$ cat src/rtl/comparator_ncen_seq.sv
// comparator_ncen_seq
//   Sequential argmin unit for the centroid-distance path. It takes NUM_CEN
//   unsigned distances, one per accepted beat, and keeps a running best value
//   and its index. After the final beat of a frame it presents the minimum
//   distance and its centroid index as one held result beat. The index of a
//   distance is its position within the frame.
//
//   Optional feature: define CMP_SECOND_BEST_EN to add out_dist2, the
//   second-smallest distance of the frame (winner-confidence margin).
//
// Parameters
//   DATA_W   width of each unsigned distance
//   NUM_CEN  distances per frame (2..1024)
//   IDX_W    width of the winner index / beat counter
//
// Ports
//   clk        single clock, rising edge
//   rst_n      asynchronous active-low reset
//   in_valid   distance beat valid
//   in_ready   unit can accept a beat (high while accumulating)
//   in_dist    unsigned distance
//   out_valid  result held valid
//   out_ready  consumer accepts result
//   out_dist   minimum distance of the frame
//   out_arg    index of the minimum (lowest index wins ties)
//   out_dist2  second-smallest distance (CMP_SECOND_BEST_EN only)
//   frame_busy at least one beat of the current frame accepted, result not
//              yet handed off
module comparator_ncen_seq #(
  parameter int DATA_W  = 16,
  parameter int NUM_CEN = 8,
  parameter int IDX_W   = $clog2(NUM_CEN)
) (
  input  logic              clk,
  input  logic              rst_n,
  input  logic              in_valid,
  output logic              in_ready,
  input  logic [DATA_W-1:0] in_dist,
  output logic              out_valid,
  input  logic              out_ready,
  output logic [DATA_W-1:0] out_dist,
  output logic [IDX_W-1:0]  out_arg,
`ifdef CMP_SECOND_BEST_EN
  output logic [DATA_W-1:0] out_dist2,
`endif
  output logic              frame_busy
);

  typedef enum logic {ACCUM = 1'b0, HOLD = 1'b1} state_t;

  // Counter wraps at NUM_CEN-1 even when NUM_CEN is not a power of two.
  localparam logic [IDX_W-1:0] LAST_IDX = IDX_W'(NUM_CEN - 1);

  state_t              state;
  state_t              state_nxt;
  logic [IDX_W-1:0]    count;
  logic [DATA_W-1:0]   best_dist;
  logic [IDX_W-1:0]    best_arg;
  logic [DATA_W-1:0]   best_dist_nxt;
  logic [IDX_W-1:0]    best_arg_nxt;
  logic                accept;
  logic                last_beat;
  logic                take;
`ifdef CMP_SECOND_BEST_EN
  logic [DATA_W-1:0]   second;
  logic [DATA_W-1:0]   second_nxt;
`endif

  assign in_ready  = (state == ACCUM);
  assign out_valid = (state == HOLD);
  assign accept    = in_valid && in_ready;
  assign last_beat = (count == LAST_IDX);

  // Running-best update for the beat currently on in_dist. Beat 0 loads
  // unconditionally; later beats win only on a strict less-than so ties keep
  // the lower index.
  always_comb begin
    take          = (count == '0) || (in_dist < best_dist);
    best_dist_nxt = take ? in_dist : best_dist;
    best_arg_nxt  = take ? count : best_arg;
`ifdef CMP_SECOND_BEST_EN
    second_nxt = second;
    if (count == '0) begin
      second_nxt = '1;
    end else if (in_dist < best_dist) begin
      second_nxt = best_dist;
    end else if (in_dist < second) begin
      // Also covers a tie with the best: the tied value becomes second.
      second_nxt = in_dist;
    end
`endif
  end

  always_comb begin
    state_nxt = state;
    case (state)
      ACCUM:   if (accept && last_beat) state_nxt = HOLD;
      HOLD:    if (out_ready)           state_nxt = ACCUM;
      default: state_nxt = ACCUM;
    endcase
  end

  // Control and result registers; reset discards any partial frame or
  // pending result at once.
  always_ff @(posedge clk or negedge rst_n) begin
    if (!rst_n) begin
      state      <= ACCUM;
      count      <= '0;
      frame_busy <= 1'b0;
      out_dist   <= '0;
      out_arg    <= '0;
`ifdef CMP_SECOND_BEST_EN
      out_dist2  <= '0;
`endif
    end else begin
      state <= state_nxt;
      if (accept) begin
        count      <= last_beat ? '0 : count + IDX_W'(1);
        frame_busy <= 1'b1;
        if (last_beat) begin
          out_dist  <= best_dist_nxt;
          out_arg   <= best_arg_nxt;
`ifdef CMP_SECOND_BEST_EN
          out_dist2 <= second_nxt;
`endif
        end
      end
      if (state == HOLD && out_ready) begin
        frame_busy <= 1'b0;
      end
    end
  end

  // Running-best datapath; beat 0 always overwrites, so no reset needed.
  always_ff @(posedge clk) begin
    if (accept) begin
      best_dist <= best_dist_nxt;
      best_arg  <= best_arg_nxt;
`ifdef CMP_SECOND_BEST_EN
      second    <= second_nxt;
`endif
    end
  end

endmodule

$ cat config.mk
export PLATFORM = sky130hd
export DESIGN_NAME = comparator_ncen_seq
export DESIGN_NICKNAME = d
export VERILOG_FILES = /design/src/rtl/comparator_ncen_seq.sv
export SDC_FILE = /design/constraint.sdc
export NUM_CORES = 1
export LEC_CHECK = 0
export CAP_MARGIN = 20
export CELL_PAD_IN_SITES_DETAIL_PLACEMENT = 1
export CELL_PAD_IN_SITES_GLOBAL_PLACEMENT = 1
export CORE_ASPECT_RATIO = 1.5
export CORE_MARGIN = 2
export CORE_UTILIZATION = 45
export DETAILED_ROUTE_END_ITERATION = 8
export GPL_TIMING_DRIVEN = 0
export PLACE_DENSITY = 0.95
export SYNTH_ARGS = -nofsm -noshare
export SYNTH_HDL_FRONTEND = slang
export SYNTH_SLANG_ARGS = --single-unit
$ cat constraint.sdc
create_clock -name clk -period 4.7 [get_ports clk]
set_input_delay 0.705 -clock clk [delete_from_list [all_inputs] [get_ports clk]]
set_output_delay 0.705 -clock clk [all_outputs]
set_load 0.02 [all_outputs]
==> results.sh <==
export IMPL_cap_violations=0
export IMPL_hold_viol_final=0
export IMPL_io_buffers=41
export IMPL_finalMaxSlewViolations=0
export IMPL_timing_hold_ws_ns=0.493
export IMPL_grt_pass1_wl_mm=8.62
export IMPL_ys_ff_latch=43
export IMPL_post_cts_setup_buffer_count=0
export IMPL_drtPass1Iterations=4
export IMPL_r2r_start="best_dist[14]"
export IMPL_antenna_left=0
export IMPL_cts_buffers=5
export IMPL_drc_errors=0
export IMPL_insertion_delay_ns=0.30
export IMPL_clock_path_buffers=2
export IMPL_cts_root_buf="clkbuf_8"
export IMPL_start_util_pct=46.3
export IMPL_critical_path_peak_fanout=10
export IMPL_crit_start="in_dist[15]"
export IMPL_die_h_um=89.8
export IMPL_place_inst=273
export IMPL_num_antenna_cells=0
export IMPL_grt_max_degree=21
export IMPL_r2r_slack_ns=1.59
export IMPL_grt_usage_pct=21.9
export IMPL_cellLeakagePower_uw=0.00125
export IMPL_layout_setup_ws_ns=1.15
export IMPL_grt_ovfl_total=0
export IMPL_setup_violations=0
export IMPL_syn_num_nets=202
export IMPL_tightestPinTransition_ns=0.664
export IMPL_synth_avg_cell_area_um2=13.5
export IMPL_hold_class="reg2reg"
export IMPL_syn_area_mm2=0.00221
export IMPL_synth_cell_type_count=29
export IMPL_cts_resized=0
export IMPL_grt_antenna_before_repair=0
export IMPL_fin_util_pct=59.7
export IMPL_cts_tree="built"
export IMPL_worstSetupPathType="in2reg"
export IMPL_cts_hold_buffers=0
export IMPL_wl_per_cell_um=19.0
export IMPL_ys_seq_area_share_pct=53.1
export IMPL_rsz0062_at_grt="no"
export IMPL_syn_inst=164
export IMPL_cp_start_kind="primary input"
export IMPL_pre_cts_slack_ns=0.857
export IMPL_layout_common_cells="41 x clkdlybuf4s50_1, 24 x dfrtp_1, 21 x inv_1, 19 x edfxtp_1, 18 x ha_1"
export IMPL_worstPathRequired_ns=4.88
export IMPL_clock_sinks=43
export IMPL_synth_edf_count=19
export IMPL_final_net_count=252
export IMPL_syn_to_final_growth_pct=29.1
export IMPL_clk_pin_slew_ns=0.08
export IMPL_first_iter_violations=40
export IMPL_hp_start="out_dist[10]"
export IMPL_power_density_mw_per_mm2=596
export IMPL_grt_pass1_vias=1741
export IMPL_io_pins=42
export IMPL_max_freq_ghz=0.282
export IMPL_outcome="finished, final reports clean"
export IMPL_worstPathArrival_ns=3.72
export IMPL_routed_via_density=5.19
export IMPL_layout_commonest_cell="clkdlybuf4s50_1"
export IMPL_layout_min_cycle_time_ns=3.55
export IMPL_skew_ns=0.0133
export IMPL_place_gp_congestion=0.724
export IMPL_layout_drive_gt1_share_pct=18.6
export IMPL_relSlewSlack_pct=55.8
export IMPL_fin_tns_setup_ns=0
export IMPL_hpwlAfterDp_mm=3.74
export IMPL_num_vias=1459
export IMPL_die_w_um=61.2
export IMPL_stdcell_count=281
export IMPL_drt_wl_total_mm=5.34
export IMPL_crit_path_end_kind="flop"
export IMPL_async_flop_share_pct=55.8
export IMPL_ctsHtreeMaxLevel=2
export IMPL_rows=31
export IMPL_die_area_mm2=0.00549
export IMPL_period_share_pct=75.4
export IMPL_synthFlopType="dfrtp_1"
export IMPL_core_mm2=0.00477
export IMPL_peakVddDrop_mv=0.237
export IMPL_ys_warn_count=0
[through the flow]
stage,power (µW),area [µm²]
after global placement,1350,2700
final,1700,2850
after CTS,1720,2850
after global routing,1800,2850
after floorplan,1100,2210
after detailed placement,1410,2740
[where the power goes]
part           internal (µW)  total [µW]  switching [µW]
clock                    156         284             129
sequential               559         639            79.7
combinational            396         777             381
[layout make-up]
| cell class | instances | area, µm² |
|---|---|---|
| inverter | 21 | 78.8 |
| sequential | 43 | 1170 |
| timing repair buffer | 43 | 453 |
| clock buffer | 5 | 68.8 |
| buffer | 4 | 31.3 |
| multi-input combinational | 96 | 926 |
| clock inverter | 3 | 38.8 |
| fill | 474 | 1920 |
| tap | 66 | 82.6 |
[state kept, by name, summed over array words and instances (netlist names)]
name        flops
best_dist      16
out_dist       16
best_arg        3
count           3
out_arg         3
frame_busy      1
out_valid       1
[critical path: stages]
cell	delay, ns
clkdlybuf4s50_1	0.45
ha_1	0.35
nand4_2	0.15
nor3_2	0.27
or4b_4	0.54
a32oi_4	0.43
buf_12	0.22
mux2_4	0.32
mux2_1	0.30
[cell families (layout without fill, tap and decap cells)]
group                      count (synthesis)  in the layout  share of synthesized area [%]
AOI/OAI and AO/OA                         19             19                           6.01
adders and majority gates                 18             18                           10.2
and+or+nand+nor                           23             23                           5.67
muxes                                     36             36                           20.1
DFF                                       43             43                           53.1
buffers and inverters                     25             76                           4.99
[layer usage]
layer	part of all wire (%)	GRT usage, %
met3	2.1	4.32
met4	4.5	12.1
met2	56	37.1
met5	0	0
met1	38	24.1
[synth_stat cells (all sizes together) (2+ instances only)]
cell    count  area [µm²]
o21a        2        15.0
nor2        5        18.8
nand2       9        33.8
a21oi       6        30.0
edfxtp     19         571
clkbuf      2        7.51
mux2       36         443
inv        21        78.8
dfrtp      24         601
ha         18         225
nand4       2        18.8
o21ai       6        30.0
buf         2        23.8
[final timing paths]
kind | to | cells after the start
worst max-delay path | out_dist[14] | 9
worst min-delay path | out_dist[10] | 1
worst max register to register | out_dist[14] | 9
worst min register to register | out_dist[10] | 1
max in group asynchronous | out_arg[2] | 2
min in group asynchronous | out_dist[7] | 1
No activity file was read; power rests on OpenSTA's default activity.
